### src/rtl/tx_byte_scheduler.sv
// Bit-rate TX byte scheduler: comma preamble after reset, then arbitrates two byte lanes into the
// serializer one 8-bit frame at a time. Define TX_STRICT_PRIORITY_EN for fixed lane-0 priority.
module tx_byte_scheduler #(
  parameter int unsigned COMMA_COUNT = 4,
  parameter logic [7:0]  IDLE_BYTE   = 8'hBC
) (
  input  logic       clk_32f,
  input  logic       reset_L,
  input  logic       tx_enable,
  input  logic       req0,
  input  logic [7:0] data0,
  input  logic       req1,
  input  logic [7:0] data1,
  output logic       gnt0,
  output logic       gnt1,
  output logic [7:0] data_out,
  output logic       valid_out,
  output logic [2:0] bit_idx,
  output logic       frame_start,
  output logic       link_ready,
  output logic       lane_sel
);

  localparam logic       StInit    = 1'b0;
  localparam logic       StRun     = 1'b1;
  localparam logic [3:0] CommaLast = 4'(COMMA_COUNT - 1);

  logic       state_q, state_d;
  logic [3:0] comma_cnt_q, comma_cnt_d;
  logic [2:0] bit_idx_q, bit_idx_d;
  logic [7:0] data_out_q, data_out_d;
  logic       valid_q, valid_d;
  logic       lane_sel_q, lane_sel_d;
  logic       gnt0_q, gnt0_d;
  logic       gnt1_q, gnt1_d;
  logic       link_ready_q, link_ready_d;
`ifndef TX_STRICT_PRIORITY_EN
  logic       rr_last_q, rr_last_d;
`endif

  logic load, arb, el0, el1, pick1;

  assign el0 = tx_enable & req0;
  assign el1 = tx_enable & req1;
`ifdef TX_STRICT_PRIORITY_EN
  assign pick1 = el1 & ~el0;
`else
  // On contention the lane that did not win last time gets the slot.
  assign pick1 = el1 & (~el0 | ~rr_last_q);
`endif

  always_comb begin
    state_d      = state_q;
    comma_cnt_d  = comma_cnt_q;
    bit_idx_d    = bit_idx_q + 3'd1;
    data_out_d   = data_out_q;
    valid_d      = valid_q;
    lane_sel_d   = lane_sel_q;
    link_ready_d = link_ready_q;
    gnt0_d       = 1'b0;
    gnt1_d       = 1'b0;
`ifndef TX_STRICT_PRIORITY_EN
    rr_last_d    = rr_last_q;
`endif
    load = (bit_idx_q == 3'd7);
    arb  = 1'b0;

    if (load) begin
      if (state_q == StInit) begin
        comma_cnt_d = comma_cnt_q + 4'd1;
        // Last comma frame: the first data byte is chosen on this same edge.
        if (comma_cnt_q == CommaLast) begin
          state_d      = StRun;
          link_ready_d = 1'b1;
          arb          = 1'b1;
        end
      end else begin
        arb = 1'b1;
      end
    end

    if (arb) begin
      if (el0 | el1) begin
        data_out_d = pick1 ? data1 : data0;
        valid_d    = 1'b1;
        lane_sel_d = pick1;
        gnt0_d     = ~pick1;
        gnt1_d     = pick1;
`ifndef TX_STRICT_PRIORITY_EN
        rr_last_d  = pick1;
`endif
      end else begin
        data_out_d = IDLE_BYTE;
        valid_d    = 1'b0;
      end
    end
  end

  always_ff @(posedge clk_32f or negedge reset_L) begin
    if (!reset_L) begin
      state_q      <= StInit;
      comma_cnt_q  <= 4'd0;
      bit_idx_q    <= 3'd0;
      data_out_q   <= IDLE_BYTE;
      valid_q      <= 1'b0;
      lane_sel_q   <= 1'b0;
      gnt0_q       <= 1'b0;
      gnt1_q       <= 1'b0;
      link_ready_q <= 1'b0;
`ifndef TX_STRICT_PRIORITY_EN
      rr_last_q    <= 1'b1;
`endif
    end else begin
      state_q      <= state_d;
      comma_cnt_q  <= comma_cnt_d;
      bit_idx_q    <= bit_idx_d;
      data_out_q   <= data_out_d;
      valid_q      <= valid_d;
      lane_sel_q   <= lane_sel_d;
      gnt0_q       <= gnt0_d;
      gnt1_q       <= gnt1_d;
      link_ready_q <= link_ready_d;
`ifndef TX_STRICT_PRIORITY_EN
      rr_last_q    <= rr_last_d;
`endif
    end
  end

  assign gnt0        = gnt0_q;
  assign gnt1        = gnt1_q;
  assign data_out    = data_out_q;
  assign valid_out   = valid_q;
  assign bit_idx     = bit_idx_q;
  assign frame_start = (bit_idx_q == 3'd0);
  assign link_ready  = link_ready_q;
  assign lane_sel    = lane_sel_q;

endmodule

### config.mk
export PLATFORM = sky130hd
export DESIGN_NAME = tx_byte_scheduler
export DESIGN_NICKNAME = d
export VERILOG_FILES = /design/src/rtl/tx_byte_scheduler.sv
export SDC_FILE = /design/constraint.sdc
export NUM_CORES = 1
export LEC_CHECK = 0
export CORE_MARGIN = 2
export CORE_UTILIZATION = 39
export CTS_BUF_LIST = sky130_fd_sc_hd__clkbuf_8
export DETAILED_ROUTE_END_ITERATION = 7
export HOLD_SLACK_MARGIN = 0.15
export PLACE_DENSITY = 0.73
export RECOVER_POWER = 25
export SYNTH_ARGS = -nofsm -noshare
export SYNTH_HDL_FRONTEND = slang
export SYNTH_SLANG_ARGS = --single-unit
export TNS_END_PERCENT = 1
### constraint.sdc
create_clock -name clk_32f -period 1.5 [get_ports clk_32f]
set_input_delay 0.3 -clock clk_32f [delete_from_list [all_inputs] [get_ports clk_32f]]
set_output_delay 0.3 -clock clk_32f [all_outputs]
set_load 0.02 [all_outputs]
### After elaboration in Yosys (flattened, before gate mapping)

Index checks and enable logic that the tools add are counted.

| operators by class | value |
|---|---|
| eq/ne operators | 2 |
| muxes and demuxes | 10 |
| reductions and logical operators | 4 |
| add/subtract/negate cells | 2 |
| bitwise gates (word level) | 9 |

Operator list:

| cell | number |
|---|---|
| 8-bit two-way mux | 2 |
| 1-bit two-way mux | 8 |
| 4-bit by 1-bit adder with 4-bit output, second input constant | 1 |
| 4-bit by 2-bit equality test with 1-bit output, second input constant | 1 |
| 1-bit inverter | 4 |
| 2-bit AND reduction | 2 |
| 3-bit by 1-bit adder with 3-bit output, second input constant | 1 |
| 1-bit bitwise AND | 3 |
| 3-bit equality test, second input constant | 1 |
| 3-bit zero test | 1 |
| 3-bit AND reduction | 1 |
| 1-bit OR | 2 |

| word-level totals | value |
|---|---|
| output and inout bits | 17 |
| input port bits | 21 |
| register bits after elaboration | 22 |
| logic and storage cells | 37 |

### Longest topological paths before layout

Gate-level depths: netlist of run 1.

| logic depth | value |
|---|---|
| depth after elaboration | 7 |
| mapped depth | 5 |
| depth with buffers taken out | 5 |

### Worst setup path before layout of run 1

No wires, ideal clock.

| timing | value |
|---|---|
| path type | reg-to-reg |
| from | reg bit_idx_q[1], in the netlist bit_idx[1] |
| to | reg comma_cnt_q[1] |
| setup slack | -112 ps |
| path buffers | 0 |
| arrival | 1487 ps |
| setup time | 125 ps |
| period minus slack after synthesis | 1612 ps |
| required time | 1375 ps |
| stages on the path, launching flop included | 5 |
| path through | dfrtp_1 > ha_1 > ha_1 > nor2b_1 > mux2_2 |

| between the ends | value |
|---|---|
| word-level cells in the longest chain between the ends | 2 |

Ends and longest elaborated chain:

| what | line | RTL |
|---|---|---|
| start, declared | 30 | `logic [2:0] bit_idx_q, bit_idx_d;` |
| start signal, assigned | 116 | `bit_idx_q <= bit_idx_d;` |
| 3-bit equality test | 65 | `load = (bit_idx_q == 3'd7);` |
| 2-bit AND reduction (no source line) | - |  |
| end signal, assigned | 115 | `comma_cnt_q <= comma_cnt_d;` |
| end, declared | 29 | `logic [3:0] comma_cnt_q, comma_cnt_d;` |

Every way passes these cells.
A chain may end at the register's enable or synchronous reset.

### Worst setup path in the final report of run 1

| timing | value |
|---|---|
| from | reg bit_idx_q[0], in the netlist bit_idx[0] |
| to | reg comma_cnt_q[1] |

Same word-level chain as after synthesis.

==> qor.txt, run 1 <==
status = finished clean
CTS tree = built
Overall Global Routing Usage = 17.55%
worst clock skew = 0.001598 ns
CTS Buf Count = 3
top fanout value on the critical path = 5
CP endpoint kind = flip-flop
power density over the cells = 812.8 mW/mm^2
worst path arrival time = 1.62 ns
clock tree buffer depth = 2
mux contribution to synthesized area = 9.720%
cells after synthesis = 77
initial antenna violation count = 0
mapped cell area = 939.7 sq um
reg2reg setup slack = 0.03 ns
Leak = 0.7546 nW
Final min period = 1.470 ns
Initial Util = 41.68%
part of the Yosys area used for sequential elements = 59.39%
IO Count = 38
dpl cell area = 0.001425 sq mm
Area contributors post-synth = dfrtp_1, dfstp_2, mux2i_1
actual slew at the worst max-slew pin = 0.5401 ns
Die Wd = 53.09 um
Core ar. = 0.002255 sq mm
global-route wire length before repair = 3.463 mm
Simple-Gate Fraction of Synth Area = 11.72%
Util after Layout = 66.15%
Hold Vio Cnt, Final = 0
Buffers on Ports = 37
post-route setup TNS = 0 ns
Clock Latency Late Sink = 0.26 ns
Yosys top cell by area = dfrtp_1
Yosys Warn Count = 0
largest family of logic cells by synthesized area = simple AND/OR/NAND/NOR gates
Crit Path Category = flip-flop to flip-flop
syn_area_per_cell = 12.20 sq um
Clock transition at path regs = 0.07 ns
max cap viols = 0
H-tree Lvls = 1
Worst slew margin = 63.99%
DRT Wirelength = 2.113 mm
Post-Synth Adder-Cell Area = 5.326%
total gr overflow = 0
die extent in y = 53.09 um
diode count = 0
syn nets = 102
post-route ant nets = 0
area fraction in compound gates after synthesis = 9.720%
Final HPWL DP = 1.609 mm
final clock period utilization by the worst path = 98.03%
Vias = 747
nets@finish = 153
# setup viols final = 0
P&R area growth vs syn = 58.72%
fillers = 194
Total Die Area = 0.002818 sq mm
area of the multi-input gates = 389.1 sq um
startpoint types = flip-flop
Max VDD drop = 0.6917 mV
final non-filler cell area = 0.001491 sq mm
XOR/XNOR Fraction of Synth Area = 2.796%
Yosys reg bits = 22
TritonRoute pass-1 iters = 4
initial drt markers = 7
share of cells above drive strength 1 = 25.20%
count of different cell masters after synthesis = 23
Hold WC Path Type = flip-flop to flip-flop
number of max-slew violations in the final report = 0
hold buffers post-CTS = 0
DRC viols = 0
register area = 560.5 sq um
largest net degree at the start of global routing = 23
Clock Sinks = 22
most frequent cells in the layout = clkdlybuf4s50_1, dfrtp_1, dlygate4sd2_1
num rows = 17
Via density = 4.819
Max Clk Rate = 680.1 MHz
vias in the first global route = 797
WP data required = 1.65 ns
commonest non-fill, non-tap cell in the layout = clkdlybuf4s50_1
post-synth top area share = 42.61%
RSZ-0062 raised after global routing = yes
root buffer cell = clkbuf_8
post-DR wirelength/cell = 13.63 um
gpl congestion = 0.6702
==> synthesized netlist by cell type <==
master    n
nor3b_4   1
o21ai_2   1
buf_2     1
and2_1    1
inv_1     2
o21a_1    1
nor2_1    7
nand4_1   1
dfstp_2   6
a21oi_1   5
mux2_2    1
nand3_1   1
o21ai_0   1
ha_1      4
xnor2_1   2
nor2b_1   2
xor2_1    1
nand2_1   7
mux2i_1   8
o21ai_1   3
a21o_1    4
dfrtp_1  16
or2_4     1
==> per-layer routing <==
metal	global-route usage, %	routed length (um)	share of wire, %	vias up
li1	-	-	-	364
met1	20.40	903	43	353
met2	28.75	986	47	28
met3	5.650	209	9.9	2
met4	8.974	15	0.71	0
met5	0	0	0	-
==> area by class of cell <==
type	instances	area share (%)
clock buffer	4	3.691
sequential	22	37.58
multi-input combinational	52	26.09
tap	28	2.349
inverter	2	0.5034
timing repair buffer	47	29.78
==> timing repair <==
item | 4_1_cts | 5_1_grt
endpoints found under the hold margin | 0 | 0
setup endpoints to repair | 17 | 17
gates resized for setup | 20 | 8
pin swaps | 0 | 1
setup buffers | 0 | 1
==> flip-flops by register name, summed over array words and instances, names as in the netlist <==
| signal | flops |
|---|---|
| comma_cnt_q | 4 |
| gnt0 | 1 |
| gnt1 | 1 |
| data_out | 8 |
| lane_sel | 1 |
| bit_idx | 3 |
| rr_last_q | 1 |
| valid_out | 1 |
| state_q | 1 |
| link_ready | 1 |
==> critical path, stage by stage (launching register included) <==
cell	delay [ns]
dfrtp_2	0.40
buf_4	0.13
ha_1	0.19
ha_2	0.19
nor2b_4	0.15
mux2_4	0.30
==> metrics by stage <==
step | instances | hold WS [ns] | total power, W | setup WS, ns
2_1_floorplan | 77 | 0.004409 | 0.0007088 | 0.03480
3_3_place_gp | 150 | 0.4247 | 0.0008256 | -0.09977
3_5_place_dp | 150 | 0.4270 | 0.0008293 | -0.1512
4_1_cts | 154 | 0.4006 | 0.001231 | -0.007640
5_1_grt | 155 | 0.4467 | 0.001280 | -0.03635
6_report | 155 | 0.4356 | 0.001212 | 0.02957
==> power breakdown <==
| group | switching (W) | internal (W) | leakage [nW] | total (W) |
|---|---|---|---|---|
| clock network | 0.000178 | 0.000234 | 0.0288 | 0.000412 |
| registers | 0.00000990 | 0.000623 | 0.259 | 0.000633 |
| logic | 0.0000748 | 0.0000933 | 0.467 | 0.000168 |
| total | 0.000263 | 0.000950 | 0.755 | 0.00121 |
==> cell families (layout without fill, tap and decap cells) <==
group,count (synthesis),count (layout)
adder cells (fa/ha/maj),4,4
flip-flops,22,22
multiplexers,9,9
AO/OA/AOI/OAI,15,15
AND/OR/NAND/NOR,21,21
XOR/XNOR,3,3
buffers and inverters,3,53
==> path summary, 6_finish.rpt <==
path / end / startpoint / depth (start not counted)
setup / recovery: comma_cnt_q[1] / bit_idx[0] / 5
hold / removal: bit_idx[0] / bit_idx[0] / 1
setup reg to reg: comma_cnt_q[1] / bit_idx[0] / 5
hold reg to reg: bit_idx[0] / bit_idx[0] / 1
max in group asynchronous: bit_idx[1] / reset_L / 2
min in group asynchronous: data_out[1] / reset_L / 2
No activity file was read; power rests on OpenSTA's default activity.
==> run 2, diff against run 1 <==
ABC_AREA = 0   (was not set)
clock period = 1.31 ns   (was 1.5 ns; I/O delays follow)
==> qor.txt, run 2 (synthesis results as in run 1) <==
Core ar. = 0.002255 sq mm (unchanged)
Final HPWL DP = 1.772 mm (+10%)
fillers = 198 (+2.1%)
post-DR wirelength/cell = 14.26 um (+4.6%)
RSZ-0062 raised after global routing = yes
Final min period = 1.413 ns (-0.05765 ns)
Hold Vio Cnt, Final = 0 (unchanged)
most frequent cells in the layout = clkdlybuf4s50_1, dfrtp_1, buf_4
status = finished with violations
Max VDD drop = 0.7944 mV (+15%)
worst clock skew = 0.001439 ns (-0.0001585 ns)
TritonRoute pass-1 iters = 4 (unchanged)
WP data required = 1.48 ns (-0.17 ns)
P&R area growth vs syn = 63.38%
Buffers on Ports = 37 (unchanged)
vias in the first global route = 802 (+0.63%)
Via density = 4.880 (+1.3%)
IO Count = 38 (unchanged)
largest stage delay on the critical path = 0.42 ns (+0.02 ns)
# setup viols final = 15 (+15)
nets@finish = 156 (+2.0%)
Hold WC Path Type = flip-flop to flip-flop
final non-filler cell area = 0.001535 sq mm (+2.9%)
final clock period utilization by the worst path = 107.8% (+9.8 points)
share of cells above drive strength 1 = 38.46% (+13 points)
Overall Global Routing Usage = 17.17% (-0.38 points)
Clock transition at path regs = 0.08 ns (about the same)
number of flip-flops in the largest register = 8 (unchanged)
commonest non-fill, non-tap cell in the layout = clkdlybuf4s50_1
violated checks = negative setup slack
Clock Sinks = 22 (unchanged)
max cap viols = 0 (unchanged)
dpl cell area = 0.001478 sq mm (+3.7%)
CTS Buf Count = 3 (unchanged)
initial drt markers = 11 (+4)
critical path's slowest cell = dfrtp_2
DRC viols = 0 (unchanged)
final setup margin = -0.1028 ns (-0.1324 ns)
gpl congestion = 0.6966 (+3.9%)
actual slew at the worst max-slew pin = 0.5103 ns (-0.02985 ns)
worst path arrival time = 1.59 ns (-0.03 ns)
die extent in y = 53.09 um (unchanged)
startpoint types = flip-flop
top fanout value on the critical path = 5 (unchanged)
DP Worst Slack = -0.3059 ns (-0.1548 ns)
clock tree buffer depth = 2 (unchanged)
Total Die Area = 0.002818 sq mm (unchanged)
Initial Util = 41.68% (unchanged)
Worst Path Buf+Inv = 2 (+1)
Crit Path Category = flip-flop to flip-flop
Vias = 771 (+3.2%)
largest net degree at the start of global routing = 23 (unchanged)
initial antenna violation count = 0 (unchanged)
CTS tree = built
H-tree Lvls = 1 (unchanged)
Clock Latency Late Sink = 0.25 ns (about the same)
num rows = 17 (unchanged)
CP endpoint kind = flip-flop
Die Wd = 53.09 um (unchanged)
post-route ant nets = 0 (unchanged)
DRT Wirelength = 2.253 mm (+6.6%)
Worst slew margin = 65.98% (+2.0 points)
diode count = 0 (unchanged)
root buffer cell = clkbuf_8
power density over the cells = 997.8 mW/mm^2 (+23%)
Leak = 0.7367 nW (-2.4%)
Max Clk Rate = 707.8 MHz (+4.1%)
total gr overflow = 0 (unchanged)
hold buffers post-CTS = 0 (unchanged)
CP Cell Sequence = buf_4, ha_4, ha_4, buf_4, o21a_4, nor2_2, a21oi_1
global-route wire length before repair = 3.436 mm (-0.78%)
critical path's top delay family = flip-flops
number of max-slew violations in the final report = 0 (unchanged)
run 2: layout make-up:
class | count | area, sq um | area share (%)
clock buffers | 3 | 41.29 | 2.689
clock inverters | 1 | 30.03 | 1.956
inverters | 2 | 7.507 | 0.4890
multi-input cells | 52 | 431.7 | 28.12
flip-flops and latches | 22 | 560.5 | 36.51
well taps | 28 | 35.03 | 2.282
repair buffers | 50 | 429.2 | 27.95
run 2: worst paths after layout:
kind                                 start           to  slack (ns)  cells after the start
worst max-delay path            bit_idx[0]  data_out[4]       -0.10                      7
worst min-delay path            bit_idx[0]   bit_idx[0]        0.45                      1
worst max register to register  bit_idx[0]  data_out[4]       -0.10                      7
worst min register to register  bit_idx[0]   bit_idx[0]        0.45                      1
max in group asynchronous          reset_L   bit_idx[0]        0.43                      2
min in group asynchronous          reset_L     lane_sel        0.51                      2
run 2: worst register-to-register path, delay by kind of cell, from the launching register on:
family	cells	cell delay, ns
flip-flops	1	0.42
adder cells (fa/ha/maj)	2	0.32
buffers and inverters	2	0.29
AO/OA/AOI/OAI	2	0.20
AND/OR/NAND/NOR	1	0.12
run 2: metrics by stage:
stage / std cells / hold slack, ns / utilization [%] / TNS [ns] / power, W
after floorplan: 77 / -0.03359 / - / -0.5043 / 0.0008118
after global placement: 154 / 0.4251 / 65.54 / -2.636 / 0.0009502
after detailed placement: 154 / 0.4510 / 65.54 / -3.201 / 0.0009557
after CTS: 158 / 0.3529 / 68.37 / -0.8634 / 0.001556
after global routing: 158 / 0.4683 / 68.09 / -1.850 / 0.001600
final: 158 / 0.4469 / 68.09 / -0.8353 / 0.001532
run 2: where the power goes:
group          total (W)  internal (W)  switching (W)  leakage (nW)
registers       0.000726      0.000713      0.0000129         0.259
clock network   0.000613      0.000407       0.000206        0.0357
logic           0.000193      0.000106      0.0000866         0.442
run 2: metal layers:
| metal | up-vias | wire, um | part of all wire, % | global-route usage, % |
|---|---|---|---|---|
| met5 | - | 0 | 0 | 0 |
| met4 | 0 | 22 | 0.98 | 7.692 |
| met3 | 2 | 123 | 5.5 | 1.412 |
| met2 | 27 | 1247 | 55 | 34.38 |
| met1 | 371 | 859 | 38 | 17.64 |
| li1 | 371 | - | - | - |
run 2: repair_timing:
item,4_1_cts,5_1_grt
buffers inserted,0,0
gates resized for setup,49,9
endpoints found under the setup margin,35,20
pin swaps,8,1
==> RTL change 1, RTL diff (settings of run 1) <==
Add a define of `TX_STRICT_PRIORITY_EN`.
--- a/src/rtl/tx_byte_scheduler.sv
+++ b/src/rtl/tx_byte_scheduler.sv
@@ -1,4 +1,6 @@
 // Bit-rate TX byte scheduler: comma preamble after reset, then arbitrates two byte lanes into the
 // serializer one 8-bit frame at a time. Define TX_STRICT_PRIORITY_EN for fixed lane-0 priority.
+`define TX_STRICT_PRIORITY_EN
+
 module tx_byte_scheduler #(
   parameter int unsigned COMMA_COUNT = 4,
Check against the original RTL: same outputs for any inputs over 10 cycles, from zero or initial values and one cycle with reset_L low; that may be too few to reach the edited logic, so the function may still have changed.
==> RTL change 1 against run 1 <==
- cell count shrank 0.65%
- count of clock-buffer cells in the layout shrank 1
- design area grew 3.3%
- worst setup slack lost 0.010 ns
- clock power shrank 14%
- via count shrank 0.40%
- area after synthesis grew 1.2%
- sequential cell count shrank 1
- worst hold slack gained 0.023 ns
- power shrank 7.8%
- global-route usage grew 0.85 points
- routed wire length grew 2.2%
- die area grew 1.1%
- critical path type unchanged
- critical endpoint unchanged
==> RTL change 1: results (changes against run 1) <==
mux cell area share after synthesis 12.2% (+2.5 points); Vias per Instance 4.83 (+0.25%); drt initial violations 6 (-1); register area share after synthesis 55.9% (-3.5 points); DR WL/cell 14.0 um (+2.8%); GR Util met1 22.9% (+2.5 points); GR Util met2 30.0% (+1.3 points); Compound-Gate Fraction of Synth Area 12.1% (+2.4 points); All-Layer GR Usage 18.4% (+0.85 points); Post-Route M1 WL 980 um (+8.5%); xor and xnor area share after synthesis 2.76% (-0.033 points); largest net degree at the start of global routing 22 (-4.3%); syn_nets 97 (-4.9%); Clock Skew 0.00272 ns (+0.00112 ns); R2R setup slack about 0.019 ns; layout cells sized above 1 27.8% (+2.6 points); Int Pwr 867 uW (-8.7%); Seq power 597 uW (-5.7%); CTS Buf Count 3 (unchanged); peak ir drop on the vdd network 714 uV (+3.2%); met3 wire length 114 um (-45%); Yosys cell types 26 (+13%); WL met2 1.03 mm (+4.7%); Final HPWL DP 1.59 mm (-0.94%); fin nets 152 (-0.65%); adder-cell area share of the yosys netlist 5.26% (-0.063 points); wire length of the first global-routing pass 3.68 mm (+6.4%); vias in the first global route 841 (+5.5%); worst skew pair latency 0.26 ns (about the same); P_leak 0.786 nW (+4.1%); vias post-DR 744 (-0.40%); synth cell count leaders 16 x dfrtp_1, 8 x inv_1, 6 x mux2i_1; status finished, final reports clean; delay-heaviest family, CP flip-flops; number of fill cells 198 (+2.1%); Final period util 98.7% (+0.68 points); Post-Syn Instances 72 (-6.5%); Overall Power 1.12 mW (-7.8%); GRT met3 Usage 2.82% (-2.8 points); Slew HR 66.6% (+2.6 points); Synth Flop Type dfrtp_1; Clock power frac 31.8% (-2.1 points); routability congestion estimate 0.736 (+9.8%)
==> RTL change 1: layout make-up <==
class | count | area (um2) | area share (%)
Clock buffer | 3 | 41.3 | 2.68
Sequential cell | 21 | 534 | 34.7
Multi-Input combinational cell | 42 | 415 | 27.0
Inverter | 8 | 30.0 | 1.95
Tap cell | 28 | 35.0 | 2.27
Timing Repair Buffer | 51 | 480 | 31.2
Clock inverter | 1 | 3.75 | 0.244
==> RTL change 1: stage by stage <==
step           setup TNS, ns  util [%]  instance area (um2)  hold slack, ns
2_1_floorplan              0         -                  956         0.00441
3_3_place_gp          -0.553      64.2                 1450           0.426
3_5_place_dp          -0.749      64.2                 1450           0.439
4_1_cts               -0.172      65.8                 1480           0.378
5_1_grt              -0.0693      68.3                 1540           0.475
6_report                   0      68.3                 1540           0.459
==> RTL change 1: repair_timing <==
action                                  in CTS  in global routing
endpoints found under the setup margin      26                 16
hold endpoints to repair                     0                  0
resized for setup                           15                 15
setup buffers                                0                  1
==> RTL change 2, RTL diff (flow settings as in run 1) <==
Made on the original files. Reset style: synchronous (`reset_L`), changed in one clocked block.
--- a/src/rtl/tx_byte_scheduler.sv
+++ b/src/rtl/tx_byte_scheduler.sv
@@ -97,5 +97,5 @@
   end
 
-  always_ff @(posedge clk_32f or negedge reset_L) begin
+  always_ff @(posedge clk_32f) begin
     if (!reset_L) begin
       state_q      <= StInit;
Function: differs if reset_L is asserted again (counterexample within 4 cycles, from zero or initial values and one cycle with reset_L low); with reset_L held inactive, the same outputs for 10 cycles.
==> RTL change 2 against run 1 <==
- clock skew increased by 0.0010 ns
- routed wire length decreased by 3.6%
- combinational power decreased by 18%
- area after synthesis increased by 1.7%
- design area decreased by 4.0%
- sequential cell count unchanged
- cell count increased by 7.1%
- power decreased by 5.2%
- core utilization decreased by 2.7 points
- die area increased by 1.6%
- worst setup slack improved by 0.066 ns
- critical endpoint is now frame_start
- largest cell class is now multi-input combinational cells
==> RTL change 2: results (changes against run 1) <==
peak ir drop on the vdd network 541 uV (-22%); wire length of the first global-routing pass 3.27 mm (-5.6%); worst r2r path cells 6 (+1); P_leak 0.661 nW (-12%); non-filler cells, final 166 (+7.1%); FMAX 712 MHz (+4.7%); GR Util met2 30.2% (+1.5 points); met3 wire length 77 um (-63%); Clock power frac 36.1% (+2.2 points); xor and xnor area share after synthesis 2.75% (-0.048 points); Inst Count DP 162 (+8.0%); Critical Path Start bit_idx[0]; Synth area leaders dfxtp_1 46%, mux2i_1 9.4%, ha_1 5.2%; routability congestion estimate 0.675 (+0.76%); worst r2r dst data_out[2]; R2R setup slack 0.1 ns (+0.07 ns); vias in the first global route 790 (-0.88%); WL met2 1.09 mm (+10%); vias post-DR 820 (+9.8%); worst-margin pin slew 0.254 ns (-0.286 ns); placed cell areas 1410 um2 (-0.79%); Post-Route M1 WL 853 um (-5.5%); Yosys cell types 27 (+17%); Post-Syn Instances 93 (+21%); Compound-Gate Fraction of Synth Area 13.5% (+3.8 points); power per cell area 803 nW/um2 (-1.2%); status finished, final reports clean; layout cells sized above 1 15.2% (-10 points); Final HPWL DP 1.62 mm (+0.76%); largest net degree at the start of global routing 13 (-43%); Clock Skew 0.00262 ns (+0.00102 ns); PostCTS Resize Cnt 17 (-15%); worst slack, placed -0.0481 ns (+0.103 ns); All-Layer GR Usage 16.0% (-1.5 points)
## RTL change 2: worst max-delay path, cell delays in order, from the launching register on
cell,delay (ns)
dfxtp_2,0.35
inv_1,0.04
ha_1,0.18
nor2b_1,0.12
buf_2,0.15
## RTL change 2: worst min-delay path by stage
stage | startpoint | end | slack [ns] | cells past startpoint
6_report | bit_idx[0] | bit_idx[0] | 0.43 | 1
5_1_grt | bit_idx[0] | bit_idx[0] | 0.46 | 1
4_1_cts | bit_idx[0] | bit_idx[0] | 0.43 | 1
3_5_place_dp | bit_idx[0] | bit_idx[0] | 0.42 | 1
3_3_place_gp | bit_idx[0] | bit_idx[0] | 0.42 | 1
2_1_floorplan | rr_last_q | rr_last_q | 0.43 | 1
## RTL change 2: layout make-up
cell class	instances	area share [%]
clock buffer	4	3.85
inverter	7	1.84
multi-input combinational	61	33.3
sequential	22	30.9
tap	28	2.45
timing repair buffer	44	27.6
